===== src/rtl/rom_accum.sv =====
// Scan sequencer for the 8x4 ROM: walks every address once per start request,
// accumulating the sum of all entries and the first-occurring maximum.
module rom_accum #(
    parameter int ADDR_W = 3,
    parameter int DATA_W = 4
) (
    input  logic                     clk,
    input  logic                     rst_n,
    input  logic                     start,
    input  logic                     hold,
    output logic [ADDR_W-1:0]        ROM_addr,
    input  logic [DATA_W-1:0]        ROM_data,
    output logic                     busy,
    output logic                     done,
    output logic [DATA_W+ADDR_W-1:0] sum,
    output logic [DATA_W-1:0]        max_val,
    output logic [ADDR_W-1:0]        max_addr
);

    typedef enum logic [1:0] {
        IDLE = 2'd0,
        SCAN = 2'd1,
        DONE = 2'd2
    } state_t;

    localparam logic [ADDR_W-1:0] LAST_ADDR = '1;

    state_t state;
    state_t state_next;

    logic step;

    // A scan cycle only advances when not paused.
    assign step = (state == SCAN) && !hold;

    // NOTE: sequential state uses non-blocking assignments so every register
    // samples pre-edge values, independent of statement order.
    always_ff @(posedge clk or negedge rst_n) begin
        if (!rst_n) begin
            state <= IDLE;
        end else begin
            state <= state_next;
        end
    end

    // NOTE: state_next gets a default before the case so no path leaves it
    // unassigned, which would otherwise infer a latch.
    always_comb begin
        state_next = state;
        unique case (state)
            IDLE:    if (start) state_next = SCAN;
            SCAN:    if (step && (ROM_addr == LAST_ADDR)) state_next = DONE;
            DONE:    state_next = IDLE;
            default: state_next = IDLE;
        endcase
    end

    always_ff @(posedge clk or negedge rst_n) begin
        if (!rst_n) begin
            ROM_addr <= '0;
            sum      <= '0;
            max_val  <= '0;
            max_addr <= '0;
        end else if ((state == IDLE) && start) begin
            ROM_addr <= '0;
            sum      <= '0;
            max_val  <= '0;
            max_addr <= '0;
        end else if (step) begin
            sum <= sum + {{ADDR_W{1'b0}}, ROM_data};
            // Strict compare keeps the earliest address on ties.
            if (ROM_data > max_val) begin
                max_val  <= ROM_data;
                max_addr <= ROM_addr;
            end
            // The last address wraps naturally back to 0 for the next scan.
            ROM_addr <= ROM_addr + 1'b1;
        end
    end

    assign busy = (state != IDLE);
    assign done = (state == DONE);

endmodule


===== config.mk =====
export PLATFORM = sky130hd
export DESIGN_NAME = rom_accum
export DESIGN_NICKNAME = d
export VERILOG_FILES = /design/src/rtl/rom_accum.sv
export SDC_FILE = /design/constraint.sdc
export NUM_CORES = 1
export LEC_CHECK = 0
export ABC_AREA = 1
export CORE_MARGIN = 4
export CORE_UTILIZATION = 48
export DETAILED_ROUTE_END_ITERATION = 10
export PLACE_DENSITY = 0.78
export SYNTH_ARGS = -nofsm -noshare
export SYNTH_HDL_FRONTEND = slang
export SYNTH_SLANG_ARGS = --single-unit

===== constraint.sdc =====
create_clock -name clk -period 2.1 [get_ports clk]
set_clock_uncertainty 0.15 [all_clocks]
set_input_delay 0.21 -clock clk [delete_from_list [all_inputs] [get_ports clk]]
set_output_delay 0.21 -clock clk [all_outputs]
set_load 0.03 [all_outputs]

Yosys cells after proc, flatten, opt, wreduce, memory -nomap -nowiden --
Index checks and enable logic that the tools add are counted.
Word-level totals: register bits after elaboration 19, input port bits 8, output and inout bits 19, word-level logic and storage cells 36
Operators by class: add/subtract/negate cells 2, order comparisons 1, equal/unequal tests 5, mux-type cells 13, reductions and logical operators 10
Operators with widths (number):
- $mux 3 | 5
- $mux 7 | 2
- $mux 4 | 3
- $add 7x4->7 | 1
- $reduce_bool 2->1 | 3
- $gt 4x4->1 | 1
- $mux 2 | 2
- $pmux 2 s2 | 1
- $reduce_and 2->1 | 2
- $add 3x1->3 const B | 1
- $eq 3x3->1 const B | 1
- $logic_and 1x1->1 | 3
- $eq 2x1->1 const B | 1
- $eq 2x2->1 const B | 1
- $logic_not 2->1 | 1
- $ne 2x1->1 const B | 1
- $ne 2x2->1 const B | 1
- $logic_not 1->1 | 1

Logic depth before layout (Yosys ltp) --
depth in word-level cells 5, gate-level depth with buffers 10, depth with buffers taken out 10

Worst setup path after synthesis --
No wires, ideal clock.
path kind reg-to-reg, from register sum[0], to register sum[6], setup time 0.118 ns, arrival time 1.640 ns, data required time 1.832 ns, slack 0.193 ns, cell stages (with the launch flop) 8, path buffers 0, clock period less this slack 1.907 ns, cells stage by stage dfrtp_1 ha_1 inv_1 fa_1 o21ai_0 nand4_1 nand2_1 nor2_1
On the way: cells in the longest elaborated chain, start to end 3
Ends and longest elaborated chain:
- from (decl) | line 15 | output logic [DATA_W+ADDR_W-1:0] sum,
- from (signal assigned) | line 70 | sum <= sum + {{ADDR_W{1'b0}}, ROM_data};
- $add 7x4->7 | line 70
- $mux 7 | line 69 | end else if (step) begin
- $mux 7 | line 64 | end else if ((state == IDLE) && start) begin
No other way between the ends. The select of a mux whose other input is x is not followed. A chain may end at the register's enable or synchronous reset.

Worst setup path in the final report --
from register state[0], to output busy
On the way: cells in the longest elaborated chain, start to end 1
Ends and longest elaborated chain:
- from (decl) | line 28 | state_t state;
- from (signal assigned) | line 42 | state <= state_next;
- $reduce_bool 2->1 | line 81 | assign busy = (state != IDLE);
- to (decl) | line 13 | output logic busy,
No other way between the ends.

==> flow_metrics.tcl <==
set metrics [dict create \
    seqCellArea_um2 475.5 \
    overflow 0 \
    hold_viol 0 \
    cp_top_family "buffers and inverters" \
    preCtsSetupSlack_ns -0.07828 \
    die_area_mm2 0.003069 \
    crit_path_start_kind "flop" \
    drtIter0Drc 19 \
    crit_buf_inv 2 \
    syn_area_mm2 0.001079 \
    yosys_warnings 0 \
    setup_slack_ns 0.1738 \
    clock-sinks 19 \
    via_count 948 \
    maxSlewHeadroom_pct 78.58 \
    leakage_nw 0.7398 \
    crit_path_end_kind "output port" \
    crit_chain "nor2_1 -> inv_1 -> clkdlybuf4s50_1" \
    die_w_um 55.40 \
    cts_tree "built" \
    syn-num-nets 146 \
    fmax_mhz 519.2 \
    syn_inst 127 \
    initial_core_util_pct 52.82 \
    die_h_um 55.40 \
    required_ns 1.74 \
    rsz0062_at_grt "false" \
    cp_slowest_cell "clkdlybuf4s50_1" \
    area_growth_pct 32.13 \
    via_per_inst 5.070 \
    rows 16 \
    fin_nets 180 \
    globalplace.congestion 0.8020 \
    grt_first_pass_wirelength_mm 4.381 \
    antenna_cells 0 \
    fillers 184 \
    ios 27 \
    grt_pass1_vias 947 \
    peakVddDrop_mv 0.7924 \
    fin_crit_sh_pct 91.72 \
    htree_levels 1 \
    root_buffer "clkbuf_4" \
    cts_buffers 3 \
    io_buffers 26 \
    maxCapViolations 0 \
    coreArea_mm2 0.002042 \
    ys_ff_latch 19 \
    drv_slew 0 \
    yosys.cell_types.count 21 \
    multiInputGateArea_um2 518.0 \
    cts_buffer_depth 2 \
    dp.final_hpwl_mm 1.966 \
    criticalPathCategory "reg -> out" \
    antenna_found_initial 0 \
    place_area_mm2 0.001398 \
    worstSkewPairLatency_ns 0.30 \
    drive_gt1_share_pct 8.750 \
    cp_slowest_stage_delay_ns 0.59 \
    grt_use_total_pct 17.84 \
    clk_pin_slew_ns 0.12 \
    post_drt_wl_per_cell_um 13.32 \
    powerDensity_mw_per_mm2 1521 \
    avgSynthCellArea_um2 8.492 \
    setup_violations 0 \
    status "completed" \
    post-route-min-period_ns 1.926 \
    arrival_ns 1.57 \
    tightest_slew_ns 0.3203 \
    cts_setup_buffers 0 \
    hp-class "in -> async" \
    cts-resized-gates 0 \
    drtPass1Iterations 4 \
    ctsHoldBuffers 0 \
    grt_max_degree 20 \
    post-route-cell-area_mm2 0.001425 \
    drc 0 \
    yosysSeqAreaShare_pct 44.08 \
    routed_wl_mm 2.490 \
    detail-route-antenna-nets 0 \
    critPathMaxFanout 4 \
]
layout make-up:
type                            instances  share of cell area (%)
Sequential cell                        19                   33.36
Clock inverter                          1                  0.3512
Multi-Input combinational cell         87                   36.35
Tap cell                               27                   2.370
Inverter                               20                   5.619
Timing Repair Buffer                   30                   20.37
Clock buffer                            3                   1.580
per-layer routing:
metal	share of wire [%]	vias to the layer above	global-route usage [%]
li1	-	474	-
met1	44	449	20.96
met2	51	21	31.25
met3	4.6	4	3.963
met4	0.92	0	6.944
met5	0	-	0
per-stage QoR:
stage	utilization [%]	hold slack [ns]	total power, mW	instances	setup TNS (ns)
floorplan	-	-0.2356	1.479	127	0
global placement	68.44	0.3328	1.929	183	-0.009154
detailed placement	68.44	0.3410	1.987	183	-0.1303
CTS	69.79	0.08370	2.180	187	0
global route	69.79	0.09122	2.351	187	0
finish	69.79	0.06799	2.167	187	0
kinds of logic after synthesis:
group	count (synthesis)	synth area share (%)
simple gates	59	24.60
fa+ha+maj	11	13.46
compound gates	16	9.165
flops	19	44.08
buf+inv	21	7.888
xor+xnor	1	0.8122
synth_stat cells (all sizes together):
cell type | count | area [um2]
ha | 10 | 125.1
buf | 1 | 5.000
a21oi | 6 | 33.78
nor2 | 14 | 60.06
nand3 | 11 | 67.57
o21ai | 5 | 25.02
o21bai | 1 | 7.510
xor2 | 1 | 8.760
o22ai | 1 | 6.260
dfrtp | 19 | 475.5
nand4 | 1 | 6.260
fa | 1 | 20.02
inv | 19 | 71.31
a22o | 3 | 26.28
clkinv | 1 | 8.760
nand2 | 33 | 131.4
power by group:
part	switching, mW	internal, mW
registers	0.146	0.522
logic	0.773	0.534
clock network	0.122	0.0709
registers in the layout, summed over array words and instances (netlist names):
| signal | cells |
|---|---|
| ROM_addr | 3 |
| state | 2 |
| max_addr | 3 |
| max_val | 4 |
| sum | 7 |
path summary, 6_finish.rpt:
kind                             start     endpoint  depth (start not counted)  slack [ns]
min in group clk           max_addr[2]  max_addr[2]                          2        0.36
hold / removal                   rst_n     state[0]                          2        0.07
setup reg to reg                sum[0]       sum[6]                          9        0.28
setup / recovery              state[0]         busy                          3        0.17
hold reg to reg            max_addr[2]  max_addr[2]                          2        0.36
max in group asynchronous        rst_n       sum[5]                          2        1.52
cells in the final DEF, fill, tap and decap left out:
master / instances
nand2_4: 1
inv_1: 18
fa_1: 1
buf_4: 4
o21ai_0: 5
nand2_1: 32
nand4_1: 1
o22ai_1: 1
a22o_1: 3
ha_1: 10
nand3_1: 10
xor2_1: 1
dfrtp_1: 19
nand3_4: 1
inv_2: 1
nor2_1: 13
clkinv_4: 1
a21oi_1: 5
nor2_4: 1
o21bai_1: 1
clkdlybuf4s50_1: 26
clkbuf_4: 3
a21oi_2: 1
clkinv_2: 1
(Power assumes the default switching activity.)
